**config.mk**
```make
export PLATFORM = sky130hd
export DESIGN_NAME = data_mem_responder
export DESIGN_NICKNAME = d
export VERILOG_FILES = /design/src/rtl/data_mem_responder.sv
export SDC_FILE = /design/constraint.sdc
export NUM_CORES = 2
export LEC_CHECK = 0
export BUFFER_PORTS_ARGS = -buffer_cell sky130_fd_sc_hd__buf_2
export CORE_ASPECT_RATIO = 1.75
export CORE_UTILIZATION = 56
export CTS_BUF_LIST = sky130_fd_sc_hd__clkbuf_16
export DETAILED_ROUTE_END_ITERATION = 6
export PLACE_DENSITY = 0.75
export SLEW_MARGIN = 20
export SYNTH_ARGS = -nofsm -noshare
export SYNTH_HDL_FRONTEND = slang
export SYNTH_SLANG_ARGS = --single-unit
```
**constraint.sdc**
```tcl
create_clock -name clk -period 14.95 [get_ports clk]
set_clock_uncertainty 0.2 [all_clocks]
set_input_delay 0.7475 -clock clk [delete_from_list [all_inputs] [get_ports clk]]
set_output_delay 0.7475 -clock clk [all_outputs]
set_load 0.01 [all_outputs]
```
**src/rtl/data_mem_responder.sv**
```systemverilog
// data_mem_responder
// Multi-channel LSU memory responder. Each channel owns a small FSM that
// latches a request, waits out a fixed latency, then competes for the single
// storage port (lowest index wins, host preload beats every channel). Ready
// pulses last one cycle and the channel re-arms only once both valids drop.
// Optional feature macro: DMEM_PROTOCOL_CHECK_EN enables the sticky
// protocol_error monitor; without it protocol_error is tied low.
module data_mem_responder #(
    parameter int NUM_CHANNELS = 4,
    parameter int ADDR_BITS    = 8,
    parameter int DATA_BITS    = 8,
    parameter int LATENCY      = 5
) (
    input  logic                                   clk,
    input  logic                                   reset,
    input  logic [NUM_CHANNELS-1:0]                read_valid,
    input  logic [NUM_CHANNELS-1:0][ADDR_BITS-1:0] read_address,
    output logic [NUM_CHANNELS-1:0]                read_ready,
    output logic [NUM_CHANNELS-1:0][DATA_BITS-1:0] read_data,
    input  logic [NUM_CHANNELS-1:0]                write_valid,
    input  logic [NUM_CHANNELS-1:0][ADDR_BITS-1:0] write_address,
    input  logic [NUM_CHANNELS-1:0][DATA_BITS-1:0] write_data,
    output logic [NUM_CHANNELS-1:0]                write_ready,
    input  logic                                   init_write_enable,
    input  logic [ADDR_BITS-1:0]                   init_address,
    input  logic [DATA_BITS-1:0]                   init_data,
    output logic                                   protocol_error
);

    localparam int DEPTH    = 1 << ADDR_BITS;
    localparam int CH_IDX_W = (NUM_CHANNELS > 1) ? $clog2(NUM_CHANNELS) : 1;
    localparam logic [3:0] CNT_LOAD = 4'(LATENCY - 1);

    typedef enum logic [1:0] {
        ST_IDLE    = 2'd0,
        ST_WAIT    = 2'd1,
        ST_GRANT   = 2'd2,
        ST_RELEASE = 2'd3
    } state_e;

    // Per-channel request context
    state_e                                 state_q [NUM_CHANNELS];
    state_e                                 state_d [NUM_CHANNELS];
    logic [NUM_CHANNELS-1:0][3:0]           cnt_q, cnt_d;
    logic [NUM_CHANNELS-1:0]                op_read_q, op_read_d;
    logic [NUM_CHANNELS-1:0][ADDR_BITS-1:0] addr_q, addr_d;
    logic [NUM_CHANNELS-1:0][DATA_BITS-1:0] wdata_q, wdata_d;

    // Registered handshake outputs
    logic [NUM_CHANNELS-1:0]                rd_rdy_q, rd_rdy_d;
    logic [NUM_CHANNELS-1:0]                wr_rdy_q, wr_rdy_d;
    logic [NUM_CHANNELS-1:0][DATA_BITS-1:0] rd_data_q;

    // Storage port arbitration
    logic [NUM_CHANNELS-1:0] req_s;
    logic [NUM_CHANNELS-1:0] grant_s;
    logic                    grant_any_s;
    logic [CH_IDX_W-1:0]     grant_idx_s;
    logic [ADDR_BITS-1:0]    acc_addr_s;
    logic [DATA_BITS-1:0]    acc_wdata_s;
    logic                    mem_we_s;
    logic [DATA_BITS-1:0]    rd_word_s;

    // Contents survive reset, so the array has no reset branch
    logic [DATA_BITS-1:0]    mem_q [DEPTH];

    // A channel competes for storage once its latency counter has expired
    always_comb begin
        req_s = '0;
        for (int i = 0; i < NUM_CHANNELS; i++) begin
            req_s[i] = (state_q[i] == ST_GRANT) ||
                       ((state_q[i] == ST_WAIT) && (cnt_q[i] == 4'd0));
        end
    end

    // Fixed-priority arbiter: host preload blocks all grants, else lowest index wins
    always_comb begin
        grant_s     = '0;
        grant_any_s = 1'b0;
        grant_idx_s = '0;
        for (int i = 0; i < NUM_CHANNELS; i++) begin
            if (req_s[i] && !grant_any_s && !init_write_enable) begin
                grant_s[i]  = 1'b1;
                grant_any_s = 1'b1;
                grant_idx_s = CH_IDX_W'(i);
            end else begin
                grant_s[i]  = 1'b0;
            end
        end
    end

    // The single storage access of this cycle belongs to the granted channel
    always_comb begin
        acc_addr_s  = addr_q[grant_idx_s];
        acc_wdata_s = wdata_q[grant_idx_s];
        mem_we_s    = grant_any_s && !op_read_q[grant_idx_s];
        rd_word_s   = mem_q[acc_addr_s];
    end

    // Per-channel FSM next state, context capture and ready generation
    always_comb begin
        for (int i = 0; i < NUM_CHANNELS; i++) begin
            state_d[i]   = state_q[i];
            cnt_d[i]     = cnt_q[i];
            op_read_d[i] = op_read_q[i];
            addr_d[i]    = addr_q[i];
            wdata_d[i]   = wdata_q[i];
            rd_rdy_d[i]  = 1'b0;
            wr_rdy_d[i]  = 1'b0;
            case (state_q[i])
                ST_IDLE: begin
                    if (read_valid[i]) begin
                        op_read_d[i] = 1'b1;
                        addr_d[i]    = read_address[i];
                        cnt_d[i]     = CNT_LOAD;
                        state_d[i]   = ST_WAIT;
                    end else if (write_valid[i]) begin
                        op_read_d[i] = 1'b0;
                        addr_d[i]    = write_address[i];
                        wdata_d[i]   = write_data[i];
                        cnt_d[i]     = CNT_LOAD;
                        state_d[i]   = ST_WAIT;
                    end else begin
                        state_d[i]   = ST_IDLE;
                    end
                end
                ST_WAIT: begin
                    if (cnt_q[i] != 4'd0) begin
                        cnt_d[i]    = cnt_q[i] - 4'd1;
                    end else if (grant_s[i]) begin
                        rd_rdy_d[i] = op_read_q[i];
                        wr_rdy_d[i] = !op_read_q[i];
                        state_d[i]  = ST_RELEASE;
                    end else begin
                        state_d[i]  = ST_GRANT;
                    end
                end
                ST_GRANT: begin
                    if (grant_s[i]) begin
                        rd_rdy_d[i] = op_read_q[i];
                        wr_rdy_d[i] = !op_read_q[i];
                        state_d[i]  = ST_RELEASE;
                    end else begin
                        state_d[i]  = ST_GRANT;
                    end
                end
                ST_RELEASE: begin
                    if (!read_valid[i] && !write_valid[i]) begin
                        state_d[i] = ST_IDLE;
                    end else begin
                        state_d[i] = ST_RELEASE;
                    end
                end
                default: begin
                    state_d[i] = ST_IDLE;
                end
            endcase
        end
    end

    // Channel state and handshake registers, cleared asynchronously
    always_ff @(posedge clk or negedge reset) begin
        if (!reset) begin
            for (int i = 0; i < NUM_CHANNELS; i++) begin
                state_q[i] <= ST_IDLE;
            end
            cnt_q     <= '0;
            op_read_q <= '0;
            addr_q    <= '0;
            wdata_q   <= '0;
            rd_rdy_q  <= '0;
            wr_rdy_q  <= '0;
        end else begin
            for (int i = 0; i < NUM_CHANNELS; i++) begin
                state_q[i] <= state_d[i];
            end
            cnt_q     <= cnt_d;
            op_read_q <= op_read_d;
            addr_q    <= addr_d;
            wdata_q   <= wdata_d;
            rd_rdy_q  <= rd_rdy_d;
            wr_rdy_q  <= wr_rdy_d;
        end
    end

    // Read data captured from the shared port; holds until the next read on that channel
    always_ff @(posedge clk or negedge reset) begin
        if (!reset) begin
            rd_data_q <= '0;
        end else begin
            for (int i = 0; i < NUM_CHANNELS; i++) begin
                if (grant_s[i] && op_read_q[i]) begin
                    rd_data_q[i] <= rd_word_s;
                end
            end
        end
    end

    // Storage write: host preload takes the port, otherwise the granted write commits
    always_ff @(posedge clk) begin
        if (init_write_enable) begin
            mem_q[init_address] <= init_data;
        end else if (mem_we_s) begin
            mem_q[acc_addr_s] <= acc_wdata_s;
        end
    end

`ifdef DMEM_PROTOCOL_CHECK_EN
    logic viol_s;
    logic perr_q;

    // A pending channel must keep its valid high and its address/data stable
    always_comb begin
        viol_s = 1'b0;
        for (int i = 0; i < NUM_CHANNELS; i++) begin
            if ((state_q[i] == ST_WAIT) || (state_q[i] == ST_GRANT)) begin
                if (op_read_q[i]) begin
                    if (!read_valid[i] || (read_address[i] != addr_q[i])) begin
                        viol_s = 1'b1;
                    end else begin
                        viol_s = viol_s;
                    end
                end else begin
                    if (!write_valid[i] || (write_address[i] != addr_q[i]) ||
                        (write_data[i] != wdata_q[i])) begin
                        viol_s = 1'b1;
                    end else begin
                        viol_s = viol_s;
                    end
                end
            end else begin
                viol_s = viol_s;
            end
        end
    end

    // Sticky violation flag, cleared only by reset
    always_ff @(posedge clk or negedge reset) begin
        if (!reset) begin
            perr_q <= 1'b0;
        end else begin
            perr_q <= perr_q | viol_s;
        end
    end

    assign protocol_error = perr_q;
`else
    assign protocol_error = 1'b0;
`endif

    assign read_ready  = rd_rdy_q;
    assign write_ready = wr_rdy_q;
    assign read_data   = rd_data_q;

endmodule

```
==> impl_metrics.json <==
{
  "status": "finished with violations",
  "violations": "DRC",
  "die_area_mm2": 0.159,
  "initial_utilization_pct": 56.4,
  "synth_area_per_cell_um2": 14.0,
  "slew_viol_final": 0,
  "layout_common_cells": "2048 x edfxtp_1, 1516 x nand2_1, 425 x nand3_1, 293 x nor2_1, 249 x mux2i_1",
  "gp_congestion": 0.958,
  "synthDominantCellAreaShare_pct": 69.6,
  "yosys.area.top_type": "edfxtp_1",
  "max_freq_mhz": 137,
  "critPathLaunchType": "register",
  "drive_gt1_share_pct": 10.6,
  "ys.flop_type": "edfxtp_1",
  "ys_types": 99,
  "grt_first_pass_wirelength_um": 364000,
  "num_rows": 192,
  "netlist_area_mm2": 0.0884,
  "slew_headroom_pct": 11.5,
  "cp.required_ps": 15410,
  "die_y_um": 528,
  "hold_depth": 3,
  "synth_edf_count": 2048,
  "numCtsBuffers": 185,
  "max_cap_viol_count": 0,
  "cts_resized": 0,
  "vias": 56400,
  "wl_um": 252000,
  "hold_path.class": "in2reg",
  "vias_per_cell": 6.58,
  "fin_crit_ps": 7270,
  "final_nets": 6541,
  "yosysSeqAreaShare_pct": 73.3,
  "drc_errors": 1,
  "fill_cells": 11100,
  "grt_pass1_vias": 55100,
  "ys_ff_latch": 2180,
  "worstRegToRegCells": 16,
  "ant_nets": 0,
  "cts_root_buf": "clkbuf_16",
  "hold_viol_final": 0,
  "critical_path_class": "reg2reg",
  "wl_per_cell_um": 29.4,
  "area_growth_pct": 9.52,
  "setup_tns_ps": 0,
  "clock_path_buffers": 4,
  "dpl-instance-area_mm2": 0.0906,
  "synthTopCellsByArea": "edfxtp_1 70%, nand2_1 6.4%, dfrtp_1 3.7%, mux2i_1 2.8%, nand3_1 2.4%",
  "setup_viol": 0,
  "grt_overflow_total": 0,
  "async_flop_share_pct": 6.06,
  "dp_hpwl_um": 154000,
  "layout_commonest_cell": "edfxtp_1",
  "coreArea_mm2": 0.157,
  "stdcell_area_mm2": 0.0968,
  "cp_max_fo": 104,
  "synthCells": 6313,
  "drt_iter0_markers": 7321,
  "grt_max_degree": 203,
  "arrival_ps": 7730,
  "antenna_found_initial": 12,
  "ios": 164,
  "clk_pin_slew_ps": 70,
  "rsz0062_at_grt": "no",
  "cts_sinks": 2180,
  "htreeDepth": 4,
  "post-cts-setup-buffers": 0,
  "clkLatencyLatePin_ps": 810,
  "port_buffers": 162,
  "endpoint_kind": "register",
  "first_pass_iters": 7,
  "grtUsageTotal_pct": 31.3,
  "worstMarginPinSlew_ps": 1310,
  "fin_crit_sh_pct": 48.7,
  "synthesis.nets": 6460,
  "synth-warning-count": 0,
  "cts_tree": "yes",
  "die_x_um": 302
}
[per-stage QoR]
stage / std cells / hold slack, ps / util, % / setup WS, ps
detailed placement: 8211 / 275 / 57.9 / 7850
finish: 8581 / 43.5 / 61.8 / 7680
global route: 8573 / 55.6 / 61.8 / 7620
floorplan: 6313 / 239 / - / 296
global placement: 8210 / 266 / 57.8 / 8000
CTS: 8567 / 30.2 / 61.8 / 7910
[registers in the layout, indices dropped and copies added (netlist names)]
name,count
write_ready,4
addr_q,32
wdata_q,32
read_data,32
mem_q,2048
read_ready,4
state_q,8
op_read_q,4
cnt_q,16
[cell families after synthesis]
| kind of cell | after synthesis | share of synthesized area (%) |
|---|---|---|
| multiplexers | 321 | 4.18 |
| other | 1 | 0.00424 |
| AND/OR/NAND/NOR | 2531 | 12.4 |
| flip-flops | 2180 | 73.3 |
| AO/OA/AOI/OAI | 799 | 6.82 |
| adder cells (fa/ha/maj) | 24 | 0.340 |
| buffers and inverters | 457 | 2.91 |
[layer usage]
| layer | track usage [%] | vias up | share of wire (%) |
|---|---|---|---|
| li1 | - | 24000 | - |
| met1 | 35.3 | 27800 | 32 |
| met2 | 52.0 | 3680 | 49 |
| met3 | 5.08 | 920 | 9.2 |
| met4 | 26.5 | 6 | 9.5 |
| met5 | 0 | - | 0.015 |
[path summary, 6_finish.rpt]
kind	start	endpoint	slack, ps
max in group asynchronous	reset	state_q[1]	12850
hold reg to reg	addr_q[15]	addr_q[15]	290
min in group asynchronous	reset	wdata_q[21]	250
hold / removal	write_address[20]	addr_q[20]	40
setup reg to reg	state_q[7]	read_data[19]	7680
setup / recovery	state_q[7]	read_data[19]	7680
[critical path, cell delays in order, from the launching register on]
cell and delay [ps]:
dfrtp_1 410, inv_1 90, ha_1 240, nand4bb_1 360, nand2_1 340, a31oi_4 610
buf_4 450, o221ai_4 190, nor2_4 580, buf_12 450, buf_4 730, a32oi_1 270
nand3_1 210, nand4_1 500, or4_1 790, o41ai_2 210, o21ai_1 170
[final cells by class]
type                    instances  area (µm²)  area share, %
inverters                      48         180          0.186
clock inverters               134        1060           1.09
repair buffers                303        2140           2.22
flip-flops and latches       2180       64800           66.9
clock buffers                 189        4730           4.89
diodes                         14        35.0         0.0362
well taps                    2037        2550           2.63
multi-input cells            3676       21300           22.0
[cells in the mapped netlist, types with 9 or more instances]
library cell	number
buf_1	20
nor2_1	303
nor3_1	13
a41oi_1	17
a22o_1	14
buf_6	44
and3_1	20
o31ai_1	21
a21oi_1	92
or4_1	9
o221ai_1	16
a32oi_1	153
buf_4	72
a31oi_1	134
or3_1	14
o21ai_1	31
mux4_2	35
a211oi_1	19
nand3_1	427
ha_1	24
o2111a_1	15
a22oi_1	16
mux2_2	36
inv_1	48
clkbuf_1	129
edfxtp_1	2048
a2111oi_0	40
o22ai_1	17
nand4_1	133
dfrtp_1	132
buf_2	138
a221oi_1	29
mux2i_1	249
o21ai_0	72
and4_1	36
nand2_1	1517
[what timing repair did]
action	in CTS	in global routing
setup endpoints to repair	0	0
hold buffers	33	0
endpoints found under the hold margin	93	0
Power is left out: the tool's default activity adds up to more than one toggle a clock period on the data nets, which glitch-free logic cannot reach.
